==> config.mk <==
export PLATFORM = sky130hd
export DESIGN_NAME = ahb_arbiter_flat
export DESIGN_NICKNAME = d
export VERILOG_FILES = /design/src/rtl/ahb_arbiter_if.sv /design/src/rtl/ahb_arbiter.sv /design/src/flat_wrapper.sv
export SDC_FILE = /design/constraint.sdc
export NUM_CORES = 1
export LEC_CHECK = 0
export CORE_MARGIN = 2
export CORE_UTILIZATION = 55
export CTS_BUF_LIST = sky130_fd_sc_hd__clkbuf_16
export CTS_CLUSTER_DIAMETER = 100
export CTS_CLUSTER_SIZE = 20
export DETAILED_ROUTE_END_ITERATION = 10
export DONT_BUFFER_PORTS = 1
export GPL_ROUTABILITY_DRIVEN = 0
export PLACE_DENSITY = 0.79
export SYNTH_ARGS = -nofsm -noshare
export SYNTH_HDL_FRONTEND = slang
export SYNTH_SLANG_ARGS = --single-unit
==> constraint.sdc <==
create_clock -name HCLK -period 2.8 [get_ports HCLK]
set_input_delay 0.56 -clock HCLK [delete_from_list [all_inputs] [get_ports HCLK]]
set_output_delay 0.56 -clock HCLK [all_outputs]
set_load 0.03 [all_outputs]
==> src/rtl/ahb_arbiter_if.sv <==
// Arbitration signal bundle between the AHB masters/muxes and the round-robin arbiter.
// master: request side (requests, muxed HTRANS/HREADY); slave: the arbiter itself.
interface ahb_arbiter_if #(
  parameter int MASTER_COUNT = 4,
  parameter int MASTER_IDX_W = 2
);
  logic [MASTER_COUNT-1:0] HBUSREQ;
  logic [MASTER_COUNT-1:0] HLOCK;
  logic [1:0]              HTRANS;
  logic                    HREADY;
  logic [MASTER_COUNT-1:0] HGRANT;
  logic [MASTER_IDX_W-1:0] HMASTER;
  logic                    HMASTLOCK;

  modport master (
    output HBUSREQ, HLOCK, HTRANS, HREADY,
    input  HGRANT, HMASTER, HMASTLOCK
  );

  modport slave (
    input  HBUSREQ, HLOCK, HTRANS, HREADY,
    output HGRANT, HMASTER, HMASTLOCK
  );
endinterface

==> src/rtl/ahb_arbiter.sv <==
// Round-robin AHB bus arbiter: parks on DEFAULT_MASTER, honours HLOCK and bounds
// unlocked ownership with a MAX_HOLD transfer limit while other masters wait.
module ahb_arbiter #(
  parameter int MASTER_COUNT   = 4,
  parameter int MASTER_IDX_W   = 2,
  parameter int DEFAULT_MASTER = 0,
  parameter int MAX_HOLD       = 16,
  localparam int HOLD_W        = $clog2(MAX_HOLD + 1)
) (
  input  logic              HCLK,
  input  logic              HRESET,
  ahb_arbiter_if.slave      bus,
  output logic              dbg_state_o,     // 0 = parked, 1 = a master owns the bus
  output logic [HOLD_W-1:0] dbg_hold_cnt_o
);

  // Handshake: every register update is qualified by HREADY=1 on the rising edge;
  // HREADY=0 freezes grant, HMASTER, HMASTLOCK, hold counter, pointer and state.

  typedef enum logic {ST_PARK = 1'b0, ST_OWN = 1'b1} state_t;

  localparam logic [MASTER_IDX_W-1:0] DEF_IDX  = MASTER_IDX_W'(DEFAULT_MASTER);
  localparam logic [HOLD_W-1:0]       HOLD_MAX = HOLD_W'(MAX_HOLD);
  localparam logic [1:0]              HT_NONSEQ = 2'b10;
  localparam logic [1:0]              HT_SEQ    = 2'b11;

  state_t                  state_q, state_d;
  logic [MASTER_IDX_W-1:0] owner_q, owner_d;
  logic [MASTER_COUNT-1:0] grant_q, grant_d;
  logic [MASTER_IDX_W-1:0] rr_ptr_q, rr_ptr_d;
  logic [HOLD_W-1:0]       hold_cnt_q, hold_cnt_d;
  logic [MASTER_IDX_W-1:0] hmaster_q, hmaster_d;
  logic                    hmastlock_q, hmastlock_d;

  logic [MASTER_COUNT-1:0] others_req;
  logic [MASTER_COUNT-1:0] scan_req;
  logic                    owner_free;
  logic                    rel_a;
  logic                    rel_b;
  logic                    decide;
  logic                    beat;
  logic                    win_found;
  logic [MASTER_IDX_W-1:0] win_idx;
  int                      k;

  always_comb begin
    others_req = bus.HBUSREQ & ~(MASTER_COUNT'(1) << owner_q);
    owner_free = !bus.HLOCK[owner_q];
    rel_a      = (state_q == ST_OWN) && owner_free && !bus.HBUSREQ[owner_q];
    rel_b      = (state_q == ST_OWN) && owner_free && bus.HBUSREQ[owner_q] &&
                 (hold_cnt_q == HOLD_MAX) && (|others_req);
    decide     = ((state_q == ST_PARK) && (|bus.HBUSREQ)) || rel_a || rel_b;
    // A hold-limit handover must pass the bus on, so the owner is masked out.
    scan_req   = rel_b ? others_req : bus.HBUSREQ;
    beat       = ((bus.HTRANS == HT_NONSEQ) || (bus.HTRANS == HT_SEQ)) &&
                 (hmaster_q == owner_q);
  end

  always_comb begin
    win_found = 1'b0;
    win_idx   = rr_ptr_q;
    k         = 0;
    for (int i = 1; i <= MASTER_COUNT; i++) begin
      k = int'(rr_ptr_q) + i;
      if (k >= MASTER_COUNT) k = k - MASTER_COUNT;
      if (!win_found && scan_req[k]) begin
        win_found = 1'b1;
        win_idx   = MASTER_IDX_W'(k);
      end
    end
  end

  always_comb begin
    state_d    = state_q;
    owner_d    = owner_q;
    rr_ptr_d   = rr_ptr_q;
    hold_cnt_d = hold_cnt_q;
    if (decide) begin
      hold_cnt_d = '0;
      if (win_found) begin
        state_d  = ST_OWN;
        owner_d  = win_idx;
        rr_ptr_d = win_idx;
      end else begin
        state_d = ST_PARK;
        owner_d = DEF_IDX;
      end
    end else if (beat && (hold_cnt_q != HOLD_MAX)) begin
      hold_cnt_d = hold_cnt_q + 1'b1;
    end
    grant_d     = MASTER_COUNT'(1) << owner_d;
    // Address phase follows the grant that was visible before this edge.
    hmaster_d   = owner_q;
    hmastlock_d = bus.HLOCK[owner_q];
  end

  always_ff @(posedge HCLK or posedge HRESET) begin
    if (HRESET) begin
      state_q     <= ST_PARK;
      owner_q     <= DEF_IDX;
      grant_q     <= MASTER_COUNT'(1) << DEF_IDX;
      rr_ptr_q    <= DEF_IDX;
      hold_cnt_q  <= '0;
      hmaster_q   <= DEF_IDX;
      hmastlock_q <= 1'b0;
    end else if (bus.HREADY) begin
      state_q     <= state_d;
      owner_q     <= owner_d;
      grant_q     <= grant_d;
      rr_ptr_q    <= rr_ptr_d;
      hold_cnt_q  <= hold_cnt_d;
      hmaster_q   <= hmaster_d;
      hmastlock_q <= hmastlock_d;
    end
  end

  assign bus.HGRANT    = grant_q;
  assign bus.HMASTER   = hmaster_q;
  assign bus.HMASTLOCK = hmastlock_q;
  assign dbg_state_o    = (state_q == ST_OWN);
  assign dbg_hold_cnt_o = hold_cnt_q;

endmodule
==> src/flat_wrapper.sv <==
// flat-port wrapper written by rule: the top's interface ports become plain ports
module ahb_arbiter_flat 
#(
  parameter int MASTER_COUNT   = 4,
  parameter int MASTER_IDX_W   = 2,
  parameter int DEFAULT_MASTER = 0,
  parameter int MAX_HOLD       = 16,
  localparam int HOLD_W        = $clog2(MAX_HOLD + 1)
)
  (HCLK, HRESET, dbg_state_o, dbg_hold_cnt_o, bus_HBUSREQ, bus_HLOCK, bus_HTRANS, bus_HREADY, bus_HGRANT, bus_HMASTER, bus_HMASTLOCK);
  ahb_arbiter_if #(.MASTER_COUNT(MASTER_COUNT), .MASTER_IDX_W(MASTER_IDX_W)) bus_i ();
  input  logic HCLK;
  input  logic HRESET;
  output logic dbg_state_o;
  output logic [HOLD_W-1:0] dbg_hold_cnt_o;
  input wire logic [$bits(bus_i.HBUSREQ)-1:0] bus_HBUSREQ;
  input wire logic [$bits(bus_i.HLOCK)-1:0] bus_HLOCK;
  input wire logic [$bits(bus_i.HTRANS)-1:0] bus_HTRANS;
  input wire logic [$bits(bus_i.HREADY)-1:0] bus_HREADY;
  output wire logic [$bits(bus_i.HGRANT)-1:0] bus_HGRANT;
  output wire logic [$bits(bus_i.HMASTER)-1:0] bus_HMASTER;
  output wire logic [$bits(bus_i.HMASTLOCK)-1:0] bus_HMASTLOCK;
  assign bus_i.HBUSREQ = bus_HBUSREQ;
  assign bus_i.HLOCK = bus_HLOCK;
  assign bus_i.HTRANS = bus_HTRANS;
  assign bus_i.HREADY = bus_HREADY;
  assign bus_HGRANT = bus_i.HGRANT;
  assign bus_HMASTER = bus_i.HMASTER;
  assign bus_HMASTLOCK = bus_i.HMASTLOCK;
  ahb_arbiter #(.MASTER_COUNT(MASTER_COUNT), .MASTER_IDX_W(MASTER_IDX_W), .DEFAULT_MASTER(DEFAULT_MASTER), .MAX_HOLD(MAX_HOLD)) u_core (.HCLK(HCLK), .HRESET(HRESET), .bus(bus_i), .dbg_state_o(dbg_state_o), .dbg_hold_cnt_o(dbg_hold_cnt_o));
endmodule
Yosys cells after proc, flatten, opt, wreduce, memory -nomap -nowiden
Index checks and enable logic that the tools add are counted.

cells by class
  add/sub/neg operators = 9
  magnitude comparators = 9
  equal/unequal tests = 5
  shift operators = 2
  multiplexer cells = 34
  bitwise logic cells = 3
  reductions and logical operators = 25

operator list
  kind                   count
  $ge 32x4->1 const B    4
  $lt 32x4->1 const B    4
  $mux 32                4
  $sub 32x4->32 const B  4
  $mux 1                 15
  $bmux 1 s2             6
  $mux 2                 6
  $logic_and 1x1->1      11
  $mux 5                 2
  $reduce_or 4->1        2
  $shl 1x2->4 const A    2
  $add 2x2->3 const B    2
  $add 5x1->5 const B    1
  $eq 5x5->1 const B     1
  $logic_not 1->1        5
  $ne 5x5->1 const B     1
  $add 2x3->4 const B    1
  $and 4x4->4            1
  $eq 2x2->1 const B     2
  $mux 4                 1
  $not 4->4              1
  $reduce_and 2->1       2
  $add 2x1->3 const B    1
  $logic_or 1x1->1       3
  5 further kinds        5

word-level totals
  bits in registers = 17
  input bits = 13
  output and inout bits = 13
  logic and storage cells = 94

Longest topological paths before layout
  depth after elaboration = 24
  depth in mapped cells = 9
  mapped depth without buffers = 9

Least setup slack after synthesis
OpenSTA, ideal clock, no wires.

  kind = flip-flop to flip-flop
  start = reg u_core.hold_cnt_q[0] (netlist: u_core.dbg_hold_cnt_o[0])
  end = reg u_core.grant_q[2] (netlist: u_core.bus.HGRANT[2])
  library setup time = 0.124 ns
  arrival time = 2.128 ns
  setup slack = 0.548 ns
  cell stages (with the launch flop) = 10
  path through = dfrtp_1 -> inv_1 -> ha_1 -> and4bb_2 -> o21a_4 -> and3_1 -> o311a_1 -> o22ai_1 -> nand2b_1 -> nor3b_1

between the ends
  cells in the longest elaborated chain, start to end = 20
  elaborated cells between the ends (all ways) = 34
  those cells by class = 1 x eq/ne; 1 x shift; 23 x mux; 9 x reduce/logical

RTL lines
  what                                        RTL line            text
  start, declared                             ahb_arbiter.sv:31   logic [HOLD_W-1:0] hold_cnt_q, hold_cnt_d;
  start signal, assigned                      ahb_arbiter.sv:111  hold_cnt_q <= hold_cnt_d;
  $eq 5x5->1 *                                ahb_arbiter.sv:51   (hold_cnt_q == HOLD_MAX) && (|others_req);
  $logic_and 1x1->1 *                         ahb_arbiter.sv:50   rel_b = (state_q == ST_OWN) && owner_free && bus.HBUSREQ[owner_q] &&
  $logic_and 1x1->1 *                         ahb_arbiter.sv:51
  $mux 4                                      ahb_arbiter.sv:54   scan_req = rel_b ? others_req : bus.HBUSREQ;
  $bmux 1 s2                                  ahb_arbiter.sv:66   if (!win_found && scan_req[k]) begin
  $mux 1 (not written as such) (2 in series)  ahb_arbiter.sv:66
  $mux 1                                      ahb_arbiter.sv:66
  $logic_not 1->1                             ahb_arbiter.sv:66
  [3 not listed]                              --
  $logic_and 1x1->1                           ahb_arbiter.sv:66
  $mux 1                                      ahb_arbiter.sv:66
  $logic_not 1->1                             ahb_arbiter.sv:66
  $logic_and 1x1->1                           ahb_arbiter.sv:66
  $mux 2 or $mux 1 (tied branches)            ahb_arbiter.sv:66
  $mux 2                                      ahb_arbiter.sv:80   if (win_found) begin
  $mux 2 *                                    ahb_arbiter.sv:78   if (decide) begin
  $shl 1x2->4 *                               ahb_arbiter.sv:91   grant_d = MASTER_COUNT'(1) << owner_d;
  end signal, assigned                        ahb_arbiter.sv:101  grant_q <= MASTER_COUNT'(1) << DEF_IDX;
  end signal, assigned                        ahb_arbiter.sv:109  grant_q <= grant_d;
  end, declared                               ahb_arbiter.sv:29   logic [MASTER_COUNT-1:0] grant_q, grant_d;

Every way passes the cells marked *; elsewhere a longest branch is shown, timed or not. The select of a mux whose other input is x is not followed.
A chain may end at the register's enable or synchronous reset.

Final worst setup path
  start = reg u_core.hold_cnt_q[1] (netlist: u_core.dbg_hold_cnt_o[1])
  end = reg u_core.grant_q[2] (netlist: u_core.bus.HGRANT[2])

Same word-level chain as after synthesis.

==> results by group <==
Status
  • Status: finished clean

Worst setup path
  • Crit. Startpoint: u_core.dbg_hold_cnt_o[1]
  • Setup CP Type: reg -> reg
  • FF-to-FF setup slack: 0.27 ns
  • WP data required: 2.92 ns
  • Reg2reg start: u_core.dbg_hold_cnt_o[1]
  • Highest fanout seen on the critical path: 5
  • Worst Path Arrival: 2.65 ns
  • Worst R2R End: u_core.bus.HGRANT[2]
  • Crit start category: register
  • Crit end category: register
  • Worst R2R Path Depth: 9

Job
  • Max_cap viols: 0

Clock network
  • # clock sinks: 17
  • Hold_buf cts: 0
  • Clk buf depth: 2
  • Clock slew at reported path FFs: 0.05 ns
  • CTS tree: done
  • Post-cts resize count: 0
  • Htree depth: 1
  • Clk_lat worst skew: 0.24 ns
  • Setup repair bufs after CTS: 0
  • Total CTS buffers: 3
  • CTS root buf: clkbuf_16

Power and ir drop
  • Peak supply drop: 752 uV
  • P_leak: 0.586 nW
  • Power Density: 1070 nW/um2
  • Total power: 1.46 mW

Synthesis
  • Top cell type's share of synthesized area: 0.320
  • Cells after synthesis: 132
  • Syn Area/Cell: 9.48 um2
  • Async SR Flop Fraction: 1.00
  • Area leader, netlist: dfrtp_1
  • Count of cell types in the netlist: 55
  • Post-synth EDFFs: 0
  • Post-Syn Area: 1250 um2
  • Top FF cell, synth: dfrtp_1
  • Register bit total from synthesis: 17
  • Register area share after synthesis: 0.341
  • Syn_nets: 147
  • Synth area leaders: dfrtp_1 32%, mux2i_1 3.2%, nand2_1 3.0%
  • Synth Warn #: 0

Routing
  • DRC Markers: 0
  • 1st-iter DRT viols: 33
  • Final WL: 2.62 mm
  • Via count: 1022
  • DR vias/cell: 6.31
  • Post-DR wirelength/cell: 16.2 um
  • DR pass1 iterations: 4
  • Detail Route Antenna Nets: 0

Floorplanning
  • Die height: 51.7 um
  • Core Region: 2190 um2
  • Boundary Pins: 26
  • Core Rows: 17
  • DIE AREA: 2670 um2
  • Starting Density: 0.571
  • Die W: 51.7 um

Finish
  • N_diodes: 0
  • Layout cells sized above 1: 0.157
  • Nets@finish: 150
  • Multi-input logic area: 766 um2
  • Sequential cell area: 427 um2
  • Commonest non-fill, non-tap cell in the layout: dfrtp_1
  • Area grow syn2layout: 8.90%
  • Most frequent cells in the layout: 16 x dfrtp_1, 10 x inv_1, 10 x nor2_1, 10 x nand2_1, 5 x nand2b_1
  • Filler instances: 189

STA
  • Final period util: 0.903
  • WHS: 0.278 ns
  • RSZ-0062 raised after global routing: false
  • Tightest Pin Transition: 0.618 ns
  • Max-slew violation count: 0
  • Max frequency: 395 MHz
  • Final min period: 2.53 ns
  • Finish-stage setup viols: 0
  • Setup TNS: 0 ns
  • Relative slew margins: 0.588
  • Skew final: 0.00256 ns
  • Hold Vio Cnt, Final: 0

Global route
  • Antenna violations before repair: 0
  • Largest net degree at the start of global routing: 18
  • Vias in the first global route: 1036
  • Grt ovf: 0
  • Global-route wire length before repair: 4.50 mm
  • Total Routing Usage GR: 0.223

Hold path
  • Worst Hold Class: in -> async

Placed design
  • Port Buffer Count: 0
  • DP HPWL: 1.98 mm
==> layer usage <==
layer	vias to the layer above	track usage	part of all wire
met1	485	0.262	0.43
met2	36	0.393	0.50
met4	0	0.0789	0.0076
li1	496	-	-
met3	5	0.0546	0.062
met5	-	0	0
==> Yosys cell counts, drive strengths merged (3+ instances only) <==
master and instances:
a21o 3, a21oi 4, a311oi 3, a31oi 4, buf 3, dfrtp 16
inv 9, mux2 3, mux2i 4, nand2 10, nand2b 5, nand3 4
nor2 10, nor3 3, o21ai 3, xor2 4
==> metrics by stage <==
| step | setup slack [ns] | cell area [um2] | util | instances |
|---|---|---|---|---|
| finish | 0.271 | 1360 | 0.622 | 162 |
| global route | 0.103 | 1360 | 0.622 | 162 |
| CTS | 0.255 | 1360 | 0.622 | 162 |
| detailed placement | 0.322 | 1280 | 0.586 | 158 |
| global placement | 0.374 | 1280 | 0.586 | 158 |
| floorplan | 0.548 | 1250 | - | 132 |
==> flip-flops by register name (all words and copies together), names as in the netlist <==
signal,count
u_core.bus.HMASTLOCK,1
u_core.bus.HGRANT,4
u_core.dbg_hold_cnt_o,5
u_core.bus.HMASTER,2
u_core.dbg_state_o,1
u_core.rr_ptr_q,2
u_core.hmaster_d,2
==> worst max-delay path: stages (launching register included) <==
cell and delay, ns:
dfrtp_1 0.57, inv_1 0.12, ha_1 0.21, and4bb_2 0.29, o21a_4 0.15, and3_1 0.18, o311a_1 0.32, o22ai_1 0.22
nand2b_1 0.17, nor3b_1 0.17
==> worst max path at each step <==
stage / endpoint / cells after the start
after global placement: u_core.bus.HGRANT[2] / 9
final: u_core.bus.HGRANT[2] / 9
after CTS: u_core.bus.HGRANT[2] / 9
after floorplan: u_core.bus.HGRANT[2] / 9
after global routing: u_core.bus.HGRANT[2] / 9
after detailed placement: u_core.bus.HGRANT[2] / 9
==> area by class of cell <==
type | instances | share of cell area
clock buffer | 3 | 0.0551
clock inverter | 1 | 0.00275
inverter | 9 | 0.0248
multi-input combinational | 101 | 0.562
sequential | 17 | 0.313
tap | 28 | 0.0257
timing repair buffer | 3 | 0.0165
==> report_power, final <==
part           internal [mW]  total [mW]  switching [mW]
clock                  0.189       0.271          0.0825
sequential             0.344       0.607           0.263
combinational          0.288       0.581           0.293
==> cell families (layout without fill, tap and decap cells) <==
group / Yosys count / after routing / synth area share
and+or+nand+nor: 50 / 50 / 0.229
AOI/OAI and AO/OA: 34 / 34 / 0.235
DFF: 17 / 17 / 0.341
buffers and inverters: 14 / 16 / 0.0470
muxes: 8 / 8 / 0.0770
xor gates and xnor gates: 6 / 6 / 0.0420
adders and majority gates: 3 / 3 / 0.0290
No activity file was read; power rests on OpenSTA's default activity.
